### src/rtl/cdb_arbiter_pkg.sv
// Shared types and sizing for the CDB arbiter and its per-FU result FIFOs.
package cdb_arbiter_pkg;

    localparam int N_WAY     = 2;
    localparam int CDB_BITS  = 6;
    localparam int N_FU      = 4;
    localparam int N_CDB     = N_WAY;
    localparam int TAG_W     = CDB_BITS;
    localparam int XLEN      = 32;
    localparam int BUF_DEPTH = 2;
    localparam int FU_W      = (N_FU > 1) ? $clog2(N_FU) : 1;
    localparam int CNT_W     = $clog2(BUF_DEPTH + 1);

    typedef struct packed {
        logic             valid;
        logic [TAG_W-1:0] tag;
        logic [XLEN-1:0]  data;
        logic [FU_W-1:0]  fu;
    } CDB_PACKET;

    typedef struct packed {
        logic             valid;
        logic [TAG_W-1:0] tag;
        logic [XLEN-1:0]  data;
    } FU_RESULT;

    // Modulo-N_FU index used by the round-robin scan.
    function automatic logic [FU_W-1:0] fu_wrap(input int idx);
        return FU_W'(idx % N_FU);
    endfunction

endpackage

### src/rtl/cdb_result_fifo.sv
// Per-FU holding FIFO for completed results; full/empty are resolved by count.
module cdb_result_fifo
    import cdb_arbiter_pkg::*;
#(
    parameter int DEPTH = BUF_DEPTH
) (
    input  logic                       clock,
    input  logic                       reset,
    input  logic                       flush,
    input  logic                       enq,
    input  logic [TAG_W-1:0]           enq_tag,
    input  logic [XLEN-1:0]            enq_data,
    input  logic                       deq,
    output FU_RESULT                   head,
    output logic [$clog2(DEPTH+1)-1:0] count
);

    localparam int PTR_W = (DEPTH > 1) ? $clog2(DEPTH) : 1;
    localparam int CW    = $clog2(DEPTH + 1);

    logic [TAG_W-1:0] tag_mem  [DEPTH];
    logic [XLEN-1:0]  data_mem [DEPTH];
    logic [PTR_W-1:0] rd_ptr;
    logic [PTR_W-1:0] wr_ptr;

    function automatic logic [PTR_W-1:0] ptr_inc(input logic [PTR_W-1:0] p);
        if (int'(p) == DEPTH - 1) return '0;
        return p + PTR_W'(1);
    endfunction

    // Storage carries no reset; validity comes from count alone.
    always_ff @(posedge clock) begin
        if (enq && !flush) begin
            tag_mem[wr_ptr]  <= enq_tag;
            data_mem[wr_ptr] <= enq_data;
        end
    end

    always_ff @(posedge clock or negedge reset) begin
        if (!reset) begin
            rd_ptr <= '0;
            wr_ptr <= '0;
            count  <= '0;
        end else if (flush) begin
            rd_ptr <= '0;
            wr_ptr <= '0;
            count  <= '0;
        end else begin
            if (enq) wr_ptr <= ptr_inc(wr_ptr);
            if (deq) rd_ptr <= ptr_inc(rd_ptr);
            case ({enq, deq})
                2'b10:   count <= count + CW'(1);
                2'b01:   count <= count - CW'(1);
                default: count <= count;
            endcase
        end
    end

    always_comb begin
        head.valid = (count != '0);
        head.tag   = tag_mem[rd_ptr];
        head.data  = data_mem[rd_ptr];
    end

endmodule

### src/rtl/cdb_arbiter.sv
// Round-robin arbiter sharing N_CDB registered broadcast slots among N_FU result FIFOs.
// Optional CDB_ARB_STATS_EN adds saturating stall_cycles / bcast_count counters.
module cdb_arbiter
    import cdb_arbiter_pkg::*;
(
    input  logic                             clock,
    input  logic                             reset,
    input  logic                             flush,
    input  logic [N_FU-1:0]                  fu_valid,
    input  logic [N_FU-1:0][TAG_W-1:0]       fu_tag,
    input  logic [N_FU-1:0][XLEN-1:0]        fu_data,
    output logic [N_FU-1:0]                  fu_ready,
    output logic [N_CDB-1:0]                 cdb_valid,
    output logic [N_CDB-1:0][TAG_W-1:0]      cdb_tag,
    output logic [N_CDB-1:0][XLEN-1:0]       cdb_data,
    output logic [N_CDB-1:0][FU_W-1:0]       cdb_fu,
    output logic [N_FU-1:0][CNT_W-1:0]       buf_count
`ifdef CDB_ARB_STATS_EN
    ,
    output logic [31:0]                      stall_cycles,
    output logic [31:0]                      bcast_count
`endif
);

    FU_RESULT          head [N_FU];
    logic [N_FU-1:0]   enq;
    logic [N_FU-1:0]   deq;
    logic [N_FU-1:0]   nonempty;
    logic [N_FU-1:0]   grant;
    logic [FU_W-1:0]   rr_ptr;
    logic [FU_W-1:0]   last_fu;
    logic [FU_W-1:0]   scan_idx;
    int                n_grant;
    CDB_PACKET         slot_pkt [N_CDB];
    CDB_PACKET         out_p0   [N_CDB];

    // Ready depends only on registered occupancy, never on this cycle's dequeue.
    for (genvar i = 0; i < N_FU; i++) begin : g_fifo
        assign fu_ready[i] = (buf_count[i] < CNT_W'(BUF_DEPTH));
        assign enq[i]      = fu_valid[i] & fu_ready[i] & (fu_tag[i] != '0) & ~flush;
        assign deq[i]      = grant[i] & ~flush;
        assign nonempty[i] = head[i].valid;

        cdb_result_fifo #(
            .DEPTH    (BUF_DEPTH)
        ) u_fifo (
            .clock    (clock),
            .reset    (reset),
            .flush    (flush),
            .enq      (enq[i]),
            .enq_tag  (fu_tag[i]),
            .enq_data (fu_data[i]),
            .deq      (deq[i]),
            .head     (head[i]),
            .count    (buf_count[i])
        );
    end

    // Scan from rr_ptr; the g-th non-empty FIFO found fills slot g.
    always_comb begin
        grant    = '0;
        n_grant  = 0;
        last_fu  = '0;
        scan_idx = '0;
        for (int g = 0; g < N_CDB; g++) slot_pkt[g] = '0;
        for (int j = 0; j < N_FU; j++) begin
            scan_idx = fu_wrap(int'(rr_ptr) + j);
            if (nonempty[scan_idx] && (n_grant < N_CDB)) begin
                for (int g = 0; g < N_CDB; g++) begin
                    if (g == n_grant) begin
                        slot_pkt[g].valid = 1'b1;
                        slot_pkt[g].tag   = head[scan_idx].tag;
                        slot_pkt[g].data  = head[scan_idx].data;
                        slot_pkt[g].fu    = scan_idx;
                    end
                end
                grant[scan_idx] = 1'b1;
                last_fu         = scan_idx;
                n_grant         = n_grant + 1;
            end
        end
    end

    // ---- stage p0: registered CDB slots and round-robin pointer ----
    always_ff @(posedge clock or negedge reset) begin
        if (!reset) begin
            for (int g = 0; g < N_CDB; g++) out_p0[g] <= '0;
            rr_ptr <= '0;
        end else if (flush) begin
            for (int g = 0; g < N_CDB; g++) out_p0[g] <= '0;
        end else begin
            for (int g = 0; g < N_CDB; g++) out_p0[g] <= slot_pkt[g];
            if (grant != '0) rr_ptr <= fu_wrap(int'(last_fu) + 1);
        end
    end

    always_comb begin
        for (int g = 0; g < N_CDB; g++) begin
            cdb_valid[g] = out_p0[g].valid;
            cdb_tag[g]   = out_p0[g].tag;
            cdb_data[g]  = out_p0[g].data;
            cdb_fu[g]    = out_p0[g].fu;
        end
    end

`ifdef CDB_ARB_STATS_EN
    function automatic logic [31:0] sat_add(input logic [31:0] a, input logic [31:0] b);
        logic [32:0] s;
        s = {1'b0, a} + {1'b0, b};
        return s[32] ? 32'hFFFF_FFFF : s[31:0];
    endfunction

    function automatic logic [31:0] popcount(input logic [N_CDB-1:0] v);
        logic [31:0] c;
        c = '0;
        for (int g = 0; g < N_CDB; g++) c = c + {31'd0, v[g]};
        return c;
    endfunction

    // Statistics survive flush; only reset clears them.
    always_ff @(posedge clock or negedge reset) begin
        if (!reset) begin
            stall_cycles <= '0;
            bcast_count  <= '0;
        end else begin
            if ((fu_valid & ~fu_ready) != '0) stall_cycles <= sat_add(stall_cycles, 32'd1);
            bcast_count <= sat_add(bcast_count, popcount(cdb_valid));
        end
    end
`endif

endmodule
### config.mk
export PLATFORM = sky130hd
export DESIGN_NAME = cdb_arbiter
export DESIGN_NICKNAME = d
export VERILOG_FILES = /design/src/rtl/cdb_arbiter_pkg.sv /design/src/rtl/cdb_result_fifo.sv /design/src/rtl/cdb_arbiter.sv
export SDC_FILE = /design/constraint.sdc
export NUM_CORES = 1
export LEC_CHECK = 0
export ABC_CLOCK_PERIOD_IN_PS = 9400
export BUFFER_PORTS_ARGS = -buffer_cell sky130_fd_sc_hd__buf_2
export CORE_MARGIN = 3
export CORE_UTILIZATION = 55
export CTS_CLUSTER_DIAMETER = 40
export DETAILED_ROUTE_END_ITERATION = 6
export PLACE_DENSITY = 0.76
export SLEW_MARGIN = 0
export SYNTH_ARGS = -nofsm -noshare
export SYNTH_HDL_FRONTEND = slang
export SYNTH_SLANG_ARGS = --single-unit
### constraint.sdc
create_clock -name clock -period 9.4 [get_ports clock]
set_input_delay 2.82 -clock clock [delete_from_list [all_inputs] [get_ports clock]]
set_output_delay 2.82 -clock clock [all_outputs]
set_load 0.005 [all_outputs]
[Yosys cells after proc, flatten, opt, wreduce, memory -nomap -nowiden]
Memories as Yosys holds them, arrays and structs flattened.
Cells that the tools add are included.
Word-level totals
  flip-flop bits (word level): 100
  memory bits (writable): 304
  input port bits: 159
  output and inout bits: 94
  logic and storage cells: 264
  memories kept: 8
Operators by class
  add/subtract/negate cells: 22
  order comparisons: 19
  equality and inequality tests: 11
  multiplexer cells: 122
  bitwise logic cells: 24
  reduce and logical (&&, ||, !) cells: 37
Memories
  g_fifo[0].u_fifo.data_mem: words 2, width 32, rd ports 1, clocked after memory_dff 0, write ports 1, line cdb_result_fifo.sv:22  | logic [XLEN-1:0] data_mem [DEPTH];
  g_fifo[1].u_fifo.data_mem: words 2, width 32, rd ports 1, clocked after memory_dff 0, write ports 1, line cdb_result_fifo.sv:22
  g_fifo[2].u_fifo.data_mem: words 2, width 32, rd ports 1, clocked after memory_dff 0, write ports 1, line cdb_result_fifo.sv:22
  g_fifo[3].u_fifo.data_mem: words 2, width 32, rd ports 1, clocked after memory_dff 0, write ports 1, line cdb_result_fifo.sv:22
  g_fifo[0].u_fifo.tag_mem: words 2, width 6, rd ports 1, clocked after memory_dff 0, write ports 1, line cdb_result_fifo.sv:21  | logic [TAG_W-1:0] tag_mem [DEPTH];
  g_fifo[1].u_fifo.tag_mem: words 2, width 6, rd ports 1, clocked after memory_dff 0, write ports 1, line cdb_result_fifo.sv:21
  2 more memories
Operator list (count)
  two-way mux 82 bit: 4
  binary-select mux 39 bit (select 2 bit): 4
  two-way mux 38 bit: 8
  two-way mux 41 bit: 7
  logical NOT 32 bit: 3
  two-way mux 1 bit: 73
  equality test 2 x 32 -> 1 bit, first input constant: 2
  less-than comparator 32 x 3 -> 1 bit, second input constant: 2
  adder 32 x 2 -> 32 bit, second input constant: 1
  two-way mux 32 bit: 1
  nonzero test 2 bit: 12
  nonzero test 6 bit: 4
  two-way mux 2 bit: 9
  bitwise AND 1 bit: 16
  two-way mux 4 bit: 4
  case mux 2 bit (2 select lines): 4
  adder 2 x 1 -> 2 bit, second input constant: 6
  greater-or-equal comparator 3 bit, second input constant: 4
  less-than comparator 2 x 3 -> 1 bit, second input constant: 4
  inverter 2 -> 3 bit: 4
  OR 4 bit: 3
  nonzero test 3 bit: 4
  logical AND 1 bit: 11
  adder 1 bit, second input constant: 8
  other kinds (15): 37

[Longest topological paths before layout]
Gate-level depths: netlist of the first run.
  depth after elaboration: 19
  depth in mapped cells: 18
  depth with buffers taken out: 10

[By module]
From an unflattened synthesis of the first run, not the netlist that was laid out.
Second synthesis, totals
  cells, all modules: 1322
  area total of the unflattened synthesis: 20553.5 um^2
Modules (own cells, without submodules)
  cdb_arbiter: instances 1, cells each 772, area each 8562.0 um^2, sequential area each 2102.0 um^2
  cdb_result_fifo (g_fifo[2].u_fifo ...): instances 2, cells each 138, area each 2999.1 um^2, sequential area each 2382.3 um^2
  cdb_result_fifo (g_fifo[0].u_fifo ...): instances 2, cells each 137, area each 2996.6 um^2, sequential area each 2382.3 um^2

[Worst setup path before layout of the first run]
No wires, ideal clock.
  kind: input to register
  from: input port flush
  to: memory g_fifo[0].u_fifo.data_mem[0][0], enable pin
  arrival time: 6.071 ns
  required time: 8.911 ns
  slack: 2.840 ns
  stages on the path: 3
  cell sequence: clkbuf_1 > clkbuf_1 > nor3b_1
On the way
  cells in the longest elaborated chain, start to end: 5
RTL lines
  from (decl): line cdb_arbiter.sv:8  | input logic flush,
  inverter 1 bit (no line)
  bitwise AND 1 bit: line cdb_arbiter.sv:40  | assign enq[i] = fu_valid[i] & fu_ready[i] & (fu_tag[i] != '0) & ~flush;
  logical AND 1 bit (*): line cdb_result_fifo.sv:33  | if (enq && !flush) begin
  two-way mux 1 bit (*): line cdb_result_fifo.sv:33
  two-way mux 1 bit (not written as such) (*): line cdb_result_fifo.sv:35  | data_mem[wr_ptr] <= enq_data;
  to (decl): line cdb_result_fifo.sv:22
Every way passes the cells marked *; elsewhere a longest branch is shown, timed or not.

[Worst setup path after layout of the first run]
  from: register rr_ptr[0]
  to: register cdb_data[48] (netlist name)
On the way
  cells in the longest elaborated chain, start to end: 13
RTL lines
  from (decl): line cdb_arbiter.sv:30  | logic [FU_W-1:0] rr_ptr;
  from (signal assigned): line cdb_arbiter.sv:93  | if (grant != '0) rr_ptr <= fu_wrap(int'(last_fu) + 1);
  binary-select mux 1 bit (select 2 bit): line cdb_arbiter.sv:68  | if (nonempty[scan_idx] && (n_grant < N_CDB)) begin
  two-way mux 1 bit (not written as such): line cdb_arbiter.sv:68
  two-way mux 1 bit: line cdb_arbiter.sv:68
  less-than comparator 1 x 2 -> 1 bit: line cdb_arbiter.sv:68
  logical AND 1 bit: line cdb_arbiter.sv:68
  two-way mux 2 bit: line cdb_arbiter.sv:68
  less-than comparator 32 x 3 -> 1 bit: line cdb_arbiter.sv:68
  logical AND 1 bit: line cdb_arbiter.sv:68
  two-way mux 32 bit: line cdb_arbiter.sv:68
  less-than comparator 32 x 3 -> 1 bit / equality test 2 x 32 -> 1 bit (equally long branches): line cdb_arbiter.sv:68, cdb_arbiter.sv:70
  logical AND 1 bit / two-way mux 41 bit (equally long branches): line cdb_arbiter.sv:68, cdb_arbiter.sv:70
  two-way mux 82 bit (*): line cdb_arbiter.sv:68
  two-way mux 82 bit (*): line cdb_arbiter.sv:89  | end else if (flush) begin
Every way passes the cells marked *; elsewhere a longest branch is shown, timed or not. The select of a mux whose other input is x is not followed.
A chain may end at the register's enable or synchronous reset.

==> reports/results.tsv, run 1 <==
stage	metric	value	unit
routing	via_per_inst	6.22	
clocking	cts.sinks	404	
clocking	root_buffer	clkbuf_16	
final_layout	nets	2124	
sta	drv_slew	0	
logic_synthesis	synth_cells	1769	
critical_path	worstPathArrival	5.26	ns
die	die_h	197	um
critical_path	cp_slowest_cell	dfrtp_4	
sta	relSlewSlack	24.0	%
global_routing	grt_pass1_vias	15075	
final_layout	drive_above_1_share	25.7	%
pwr	pwr-share-clk	21.2	%
critical_path	worstPathMaxFanout	84	
sta	post-route-period-util	50.6	%
logic_synthesis	netlist.area_leader.share	45.5	%
sta	tightestPinTransition	1.14	ns
critical_path	max_stage_delay	0.68	ns
global_routing	grt_pass1_wl	87100	um
place	placed_area	21500	um2
routing	dr.pass1.iters	7	
clocking	cts_buffers	54	
logic_synthesis	synth_area	20100	um2
logic_synthesis	ys_types	56	
die	rows	69	
pwr	power.density	428	nW/um2
clocking	insertion_delay	0.60	ns
logic_synthesis	synthTopCellsByCount	edfxtp_1 (304), nor2_1 (300), nand2_1 (164)	
global_routing	overflow	0	
logic_synthesis	synth_top_flop_cell	edfxtp_1	
critical_path	required	9.91	ns
pwr	intPower	0.00547	W
sta	max_clock_freq	0.210	GHz
sta	layout_min_cycle_time	4.76	ns
logic_synthesis	synthMostInstantiatedCell	edfxtp_1	
logic_synthesis	ys_ff_latch	404	
pwr	p_sw_share	45.4	%
final_layout	area_growth	16.8	%
routing	antenna_left	0	
pwr	seqPwrFrac	23.5	%
pwr	p_comb_share	55.2	%
global_routing	grt_antenna_before_repair	0	
pwr	power	0.0100	W
clocking	cts_tree	built	
pwr	leakage	9.32	nW
place	dp.final_hpwl	39000	um
routing	drtIter0Drc	1764	
sta	hold_viol_final	0	
run_status	status	complete, no violations	
critical_path	crit_chain	inv_6, ha_4, o21bai_1, o22ai_1, a211oi_2, nand2_1, nor2b_4, buf_4, a222oi_1, nor2_1	
pwr	peakVddDrop	0.338	mV
critical_path	worstSetupStartpointType	flip-flop	
min_path	hold_path_class	flip-flop to flip-flop	
clocking	cts_buffer_depth	3	
final_layout	fin_util	65.5	%
clocking	cts.repair.resized	0	
pwr	p_sw	0.00455	W
die	num_io_pins	253	
sta	finalSetupViolations	0	
clocking	htreeDepth	2	
final_layout	nFillCells	2713	
logic_synthesis	synth.avg_cell_area	11.3	um2
logic_synthesis	async_reset_ff_share	24.8	%
logic_synthesis	yosysTopAreaCell	edfxtp_1	
clocking	cts.reportedPaths.clkPinSlew	0.06	ns
routing	wl_per_cell	23.7	um
flow_run	drv_cap	0	
sta	rsz0062_at_grt	no	
clocking	cts-hold-fix-buffers	0	
logic_synthesis	ys_seq_area_share	58.0	%
critical_path	crit_type	flip-flop to flip-flop	
place	gp_congestion	0.900	
die	core	35700	um2
clocking	post_cts_buffers	0	
routing	num_vias	15297	
sta	fin_skew	0.0144	ns
die	start_util	56.1	%
logic_synthesis	syn_nets	1939	
routing	routed_wl	58300	um
logic_synthesis	yosysWarnings	0	
global_routing	grt_max_degree	115	
sta	setup_tns	0	ns
routing	drc	0	
final_layout	final_cell_area	23400	um2
global_routing	track_usage	29.3	%
sta	whs	0.591	ns
logic_synthesis	synth_area_leaders	edfxtp_1 (46%), dfrtp_1 (12%), mux2_2 (6.4%)	
die	die_area	38800	um2
die	dieWidth	197	um
place	io_buffers	252	
final_layout	diodes	0	
logic_synthesis	synth_edf_count	304	
critical_path	cp-end-kind	flip-flop	
[metal layers]
metal  GRT usage, %  up-vias  share of wire, %
met2           51.3      778                50
li1               -     6975                 -
met1           35.5     7366                37
met4           16.4        0               6.2
met5              0        -                 0
met3           3.62      178               6.7
[stage by stage]
stage / worst slack (ns) / instances
after detailed placement: 4.42 / 2359
after global placement: 4.42 / 2359
after CTS: 4.72 / 2459
after floorplan: 2.84 / 1769
after global routing: 4.45 / 2459
final: 4.64 / 2459
[state kept, by name, summed over array words and instances (netlist names)]
name / flops
g_fifo.u_fifo.wr_ptr: 4
g_fifo.u_fifo.rd_ptr: 4
cdb_valid: 2
g_fifo.u_fifo.data_mem: 256
cdb_fu: 4
cdb_tag: 12
rr_ptr: 2
g_fifo.u_fifo.tag_mem: 48
g_fifo.u_fifo.count: 8
cdb_data: 64
[cells by family (layout without fill, tap and decap cells)]
kind of cell,after synthesis,after routing,share of synthesized area (%)
AND/OR/NAND/NOR,509,509,10.2
adder cells (fa/ha/maj),11,11,0.686
buffers and inverters,157,386,3.24
multiplexers,203,203,11.0
AO/OA/AOI/OAI,469,469,16.1
flip-flops,404,404,58.0
XOR/XNOR,16,16,0.699
[power by group through the flow]
stage | clock (W) | sequential [W] | combinational (W)
floorplan | 0 | 0.00231 | 0.00404
global placement | 0 | 0.00239 | 0.00526
detailed placement | 0 | 0.00239 | 0.00538
CTS | 0.00215 | 0.00236 | 0.00542
global route | 0.00223 | 0.00238 | 0.00597
finish | 0.00213 | 0.00236 | 0.00554
[layout by cell type, fill, tap and decap left out, types with 4 or more instances in the layout]
cell type | synthesis | final
edfxtp_1 | 304 | 304
nor2_1 | 300 | 299
buf_2 | 31 | 250
nand2_1 | 164 | 164
a21oi_1 | 122 | 122
mux2_2 | 114 | 114
dfrtp_1 | 100 | 97
mux2i_1 | 83 | 83
o21ai_0 | 82 | 82
a21o_1 | 77 | 77
o211ai_1 | 76 | 76
clkbuf_16 | 0 | 55
a222oi_1 | 41 | 41
o221ai_1 | 39 | 39
buf_4 | 2 | 25
xnor2_1 | 12 | 12
inv_6 | 0 | 10
ha_1 | 11 | 10
inv_1 | 9 | 9
clkinv_2 | 0 | 8
nor3_1 | 7 | 7
bufinv_16 | 0 | 7
inv_8 | 0 | 6
a211oi_1 | 5 | 5
o22ai_1 | 4 | 4
xor2_1 | 4 | 4
and2_1 | 5 | 4
or4_1 | 4 | 4
o311a_1 | 4 | 4
nor3b_2 | 0 | 4
and3b_2 | 0 | 4
clkinvlp_4 | 0 | 4
[critical path: cells and delay by family, from the launching register on]
family          cells  cell delay [ns]
fa+ha+maj           1             0.45
simple gates        3             1.23
compound gates      4             1.17
buf+inv             2             1.10
flops               1             0.68
[worst paths after layout]
kind | start | to | slack (ns) | depth (start not counted)
min | g_fifo[3].u_fifo.wr_ptr$_DFFE_PN0P_ | g_fifo[3].u_fifo.wr_ptr$_DFFE_PN0P_ | 0.59 | 2
min in group asynchronous | reset | g_fifo[1].u_fifo.count[0]$_DFFE_PN0P_ | 2.16 | 1
max reg2reg | rr_ptr[0]$_DFFE_PN0P_ | cdb_data[48]$_DFF_PN0_ | 4.64 | 10
max | rr_ptr[0]$_DFFE_PN0P_ | cdb_data[48]$_DFF_PN0_ | 4.64 | 10
min reg2reg | g_fifo[3].u_fifo.wr_ptr$_DFFE_PN0P_ | g_fifo[3].u_fifo.wr_ptr$_DFFE_PN0P_ | 0.59 | 2
max in group asynchronous | reset | rr_ptr[1]$_DFFE_PN0P_ | 5.77 | 2
[layout make-up]
class                      instances  area, um2  area share, %
sequential                       404      11600           49.7
multi-input combinational       1208       7830           33.4
timing repair buffer             275       1440           6.14
clock buffer                      60       1420           6.04
tap                              461        577           2.46
clock inverter                    40        475           2.03
inverter                          11       46.3          0.198
Note: power is estimated with default switching activity, not from simulation.
==> run 2: changes to the inputs <==
ABC_CLOCK_PERIOD_IN_PS = 4700   (was 9400)
clock period = 4.7 ns   (was 9.4 ns; I/O delays follow)
==> reports/results.tsv, run 2 (synthesis gave the netlist of run 1 again) <==
stage	metric	value	unit
clocking	cts_buffers	53	
clocking	post_cts_buffers	0	
sta	post-route-period-util	87.5	%
critical_path	cp-end-kind	flip-flop	
die	dieWidth	197	um
clocking	cts_tree	built	
clocking	htreeDepth	2	
clocking	cts_buffer_depth	3	
run_status	failed_checks	DRC	
die	num_io_pins	253	
die	die_area	38800	um2
final_layout	final_cell_area	23400	um2
sta	rsz0062_at_grt	no	
final_layout	layout_common_cells	edfxtp_1 (304), nor2_1 (299), buf_2 (250)	
die	die_h	197	um
routing	dr.pass1.iters	7	
clocking	cts-hold-fix-buffers	0	
sta	layout_min_cycle_time	4.11	ns
routing	antenna_left	0	
final_layout	nets	2132	
clocking	cts.reportedPaths.clkPinSlew	0.06	ns
min_path	hold_depth	2	
sta	drv_slew	0	
run_status	status	complete, but fails checks	
final_layout	final_common_cell	edfxtp_1	
clocking	cts.repair.resized	0	
routing	routed_wl	58400	um
sta	whs	0.594	ns
final_layout	drive_above_1_share	25.8	%
final_layout	largest_register	g_fifo.u_fifo.data_mem	
sta	fin_skew	0.0216	ns
pwr	leakage	9.31	nW
global_routing	grt_pass1_wl	88100	um
critical_path	crit_type	flip-flop to flip-flop	
sta	setup_tns	0	ns
clocking	root_buffer	clkbuf_16	
global_routing	track_usage	29.7	%
sta	tightestPinTransition	1.22	ns
place	dp.final_hpwl	39300	um
sta	relSlewSlack	18.5	%
final_layout	largest_reg_flops	256	
place	placed_area	21600	um2
routing	via_per_inst	6.32	
place	dp_cells	2368	
critical_path	worstSetupStartpointType	flip-flop	
sta	hold_viol_final	0	
critical_path	worstPathArrival	4.62	ns
global_routing	grt_max_degree	110	
critical_path	crit_top_cell	buf_4	
place	gp_congestion	0.906	
global_routing	overflow	0	
routing	wl_per_cell	23.7	um
final_layout	diodes	0	
global_routing	grt_pass1_vias	15515	
global_routing	grt_antenna_before_repair	0	
routing	drc	29	
die	core	35700	um2
critical_path	required	5.21	ns
final_layout	final_cells	2468	
flow_run	drv_cap	0	
routing	drtIter0Drc	1795	
critical_path	worstPathMaxFanout	41	
die	rows	69	
sta	max_clock_freq	0.243	GHz
routing	num_vias	15590	
final_layout	area_growth	16.8	%
critical_path	max_stage_delay	0.74	ns
sta	finalSetupViolations	0	
pwr	power.density	854	nW/um2
critical_path	crit_chain	inv_6, ha_4, o21ai_0, a2111oi_4, nor3_2, buf_4, xor2_1, nor2b_4, buf_4, a222oi_1, nor2_1	
clocking	insertion_delay	0.59	ns
place	io_buffers	252	
pwr	peakVddDrop	0.733	mV
die	start_util	56.1	%
critical_path	cp_slowest_cell	dfrtp_4	
clocking	cts.sinks	404	
min_path	hold_path_class	flip-flop to flip-flop	
pwr	power	0.0200	W
critical_path	rr_worst_depth	11	
==> run 2: cell types whose count changed in the layout (fill, tap and decap cells not counted), sizes merged <==
cell      delta
clkinv       -1
buf          +9
inv          -2
clkbuf       +2
clkinvlp     +4
bufinv       -3
==> run 2: layout make-up <==
type                            instances  area [um2]
Sequential cell                       404       11600
Fill cell                            2723       12300
Clock inverter                         38         398
Timing Repair Buffer                  284        1530
Tap cell                              461         577
Clock buffer                           62        1400
Inverter                               11        46.3
Multi-Input combinational cell       1208        7830
==> run 2: path summary, 6_finish.rpt <==
path | startpoint | to | slack (ns)
min reg2reg | g_fifo[1].u_fifo.wr_ptr$_DFFE_PN0P_ | g_fifo[1].u_fifo.wr_ptr$_DFFE_PN0P_ | 0.59
max reg2reg | rr_ptr[0]$_DFFE_PN0P_ | cdb_data[58]$_DFF_PN0_ | 0.59
min in group asynchronous | reset | g_fifo[0].u_fifo.count[0]$_DFFE_PN0P_ | 0.92
min | g_fifo[1].u_fifo.wr_ptr$_DFFE_PN0P_ | g_fifo[1].u_fifo.wr_ptr$_DFFE_PN0P_ | 0.59
max | rr_ptr[0]$_DFFE_PN0P_ | cdb_data[58]$_DFF_PN0_ | 0.59
max in group asynchronous | reset | cdb_data[50]$_DFF_PN0_ | 2.83
==> run 2: metal layers <==
layer  vias to the layer above  track usage, %  part of all wire, %
met5                         -               0                    0
met3                       205            3.83                  6.9
met4                         0            19.7                  7.5
met2                       861            50.9                   50
met1                      7521            35.5                   36
li1                       7003               -                    -
==> run 2: critical path: cells and delay by family, from the launching register on <==
family	cells	cell delay, ns
and+or+nand+nor	3	0.85
AOI/OAI and AO/OA	3	0.85
xor gates and xnor gates	1	0.31
buffers and inverters	3	0.75
DFF	1	0.74
adders and majority gates	1	0.50
==> run 2: through the flow <==
step | utilization, % | setup WS [ns]
detailed placement | 60.5 | 0.688
floorplan | - | -0.450
CTS | 65.5 | 0.669
global route | 65.5 | 0.336
global placement | 60.5 | 0.802
finish | 65.5 | 0.589
==> run 2: power by group <==
group | internal [W] | switching [W]
registers | 0.00439 | 0.000431
clock network | 0.00241 | 0.00163
logic | 0.00413 | 0.00700
==> run 3: changes to the inputs <==
--- a/config.mk
+++ b/config.mk
@@ -12,4 +12,6 @@
 export CTS_CLUSTER_DIAMETER = 40
+export CTS_CLUSTER_SIZE = 14
 export DETAILED_ROUTE_END_ITERATION = 6
 export PLACE_DENSITY = 0.76
+export RECOVER_POWER = 50
 export SLEW_MARGIN = 0
==> constraint.sdc (replaced) <==
create_clock -name clock -period 4.7 [get_ports clock]
set_input_delay 0.235 -clock clock [delete_from_list [all_inputs] [get_ports clock]]
set_output_delay 0.235 -clock clock [all_outputs]
set_load 0.005 [all_outputs]
==> reports/results.tsv, run 3 (synthesis gave the netlist of run 1 again) <==
stage	metric	value	unit
run_status	status	complete, but fails checks	
run_status	failed_checks	DRC, capacitance limit, slew limit	
routing	via_per_inst	6.15	
pwr	p_comb_share	56.3	%
routing	wl_per_cell	23.3	um
clocking	root_buffer	clkbuf_16	
sta	drv_slew	68	
pwr	power.density	815	nW/um2
sta	post-route-period-util	85.3	%
sta	relSlewSlack	-32.7	%
pwr	peakVddDrop	0.817	mV
global_routing	grt_antenna_before_repair	3	
routing	drc	6	
place	pre_cts_slack	0.764	ns
place	io_buffers	252	
sta	max_clock_freq	0.249	GHz
global_routing	overflow	0	
critical_path	worstPathMaxFanout	45	
die	rows	69	
pwr	leakage	9.42	nW
final_layout	layout_common_cells	edfxtp_1 (304), nor2_1 (299), clkbuf_1 (176)	
die	start_util	56.1	%
clocking	cts.reportedPaths.clkPinSlew	0.06	ns
final_layout	regArea	11600	um2
critical_path	cp-end-kind	flip-flop	
routing	num_vias	16161	
global_routing	track_usage	31.2	%
final_layout	fin_util	69.3	%
sta	fin_skew	0.0238	ns
sta	tightestPinTransition	1.99	ns
critical_path	crit_type	flip-flop to flip-flop	
sta	rsz0062_at_grt	no	
global_routing	grt_pass1_wl	92400	um
min_path	hold_path_class	input port to flip-flop	
pwr	p_sw_share	45.8	%
final_layout	drive_above_1_share	16.0	%
final_layout	final_common_cell	edfxtp_1	
final_layout	multi_input_area	7830	um2
flow_run	drv_cap	1	
clocking	cts-hold-fix-buffers	153	
pwr	seqPwrFrac	23.4	%
final_layout	nets	2288	
die	dieWidth	197	um
clocking	htreeDepth	2	
pwr	intPower	0.0109	W
sta	fin_ws	0.689	ns
clocking	cts_tree	built	
routing	dr.pass1.iters	7	
place	dp_cells	2369	
global_routing	grt_max_degree	105	
place	dp.final_hpwl	39900	um
die	num_io_pins	253	
sta	layout_min_cycle_time	4.01	ns
die	die_h	197	um
pwr	power	0.0202	W
clocking	cts.repair.resized	0	
critical_path	worstSetupStartpointType	flip-flop	
final_layout	final_cells	2628	
final_layout	largest_reg_flops	256	
final_layout	nFillCells	2612	
routing	drtIter0Drc	2060	
critical_path	max_stage_delay	0.74	ns
die	die_area	38800	um2
routing	antenna_left	0	
sta	setup_tns	0	ns
critical_path	cp_slowest_cell	mux4_2	
sta	hold_viol_final	0	
final_layout	area_growth	23.6	%
critical_path	crit_top_cell	buf_4	
pwr	p_sw	0.00926	W
pwr	pwr-share-clk	20.3	%
critical_path	worstPathArrival	4.54	ns
clocking	post_cts_buffers	0	
critical_path	crit_chain	inv_6, buf_4, mux4_2, inv_1, ha_1, xor2_1, nor2b_4, buf_4, a222oi_1, nor2_1	
sta	finalSetupViolations	0	
critical_path	required	5.23	ns
clocking	insertion_delay	0.61	ns
routing	routed_wl	61300	um
clocking	cts_buffers	55	
place	gp_congestion	0.913	
clocking	cts_buffer_depth	3	
global_routing	grt_pass1_vias	16171	
die	core	35700	um2
final_layout	largest_register	g_fifo.u_fifo.data_mem	
clocking	cts.sinks	404	
run 3: critical path, delay by kind of cell (launching register included):
family	cells	cell delay (ns)
DFF	1	0.50
buffers and inverters	4	1.31
and+or+nand+nor	2	0.56
AOI/OAI and AO/OA	1	0.20
adders and majority gates	1	0.26
xor gates and xnor gates	1	0.35
muxes	1	0.74
run 3: per-layer routing:
layer	global-route usage, %	vias up	part of all wire (%)
met3	4.22	196	6.7
met2	52.6	846	50
met1	37.7	7796	36
met5	0	-	0.018
li1	-	7321	-
met4	20.9	2	7.3
run 3: power groups by stage:
stage	Sequential [W]	Clock (W)	Combinational [W]
finish	0.00472	0.00410	0.0114
CTS	0.00471	0.00413	0.0112
detailed placement	0.00478	0	0.0110
global placement	0.00478	0	0.0108
floorplan	0.00461	0	0.00808
global route	0.00475	0.00430	0.0123
run 3: cell type report:
cell class / instances / area share, %
antenna: 2 / 0.0202
clock buffer: 57 / 5.71
clock inverter: 47 / 1.67
inverter: 11 / 0.187
multi-input combinational: 1208 / 31.6
sequential: 404 / 47.0
tap: 461 / 2.33
timing repair buffer: 438 / 11.5
run 3: worst paths after layout:
check | slack, ns | to | startpoint | cells past startpoint
max reg2reg | 0.69 | cdb_data[40]$_DFF_PN0_ | rr_ptr[0]$_DFFE_PN0P_ | 10
min reg2reg | 0.55 | g_fifo[3].u_fifo.rd_ptr$_DFFE_PN0P_ | g_fifo[3].u_fifo.rd_ptr$_DFFE_PN0P_ | 2
max in group asynchronous | 2.53 | rr_ptr[1]$_DFFE_PN0P_ | reset | 2
min in group asynchronous | 0.76 | cdb_data[39]$_DFF_PN0_ | reset | 2
min | 0.13 | g_fifo[2].u_fifo.wr_ptr$_DFFE_PN0P_ | fu_valid[2] | 4
max | 0.69 | cdb_data[40]$_DFF_PN0_ | rr_ptr[0]$_DFFE_PN0P_ | 10
run 3: per-stage QoR:
stage	hold slack [ns]	area [um2]
6_report	0.133	24800
5_1_grt	0.156	24800
4_1_cts	0.110	25000
3_5_place_dp	0.426	21600
3_3_place_gp	0.423	21600
2_1_floorplan	-0.0606	20100
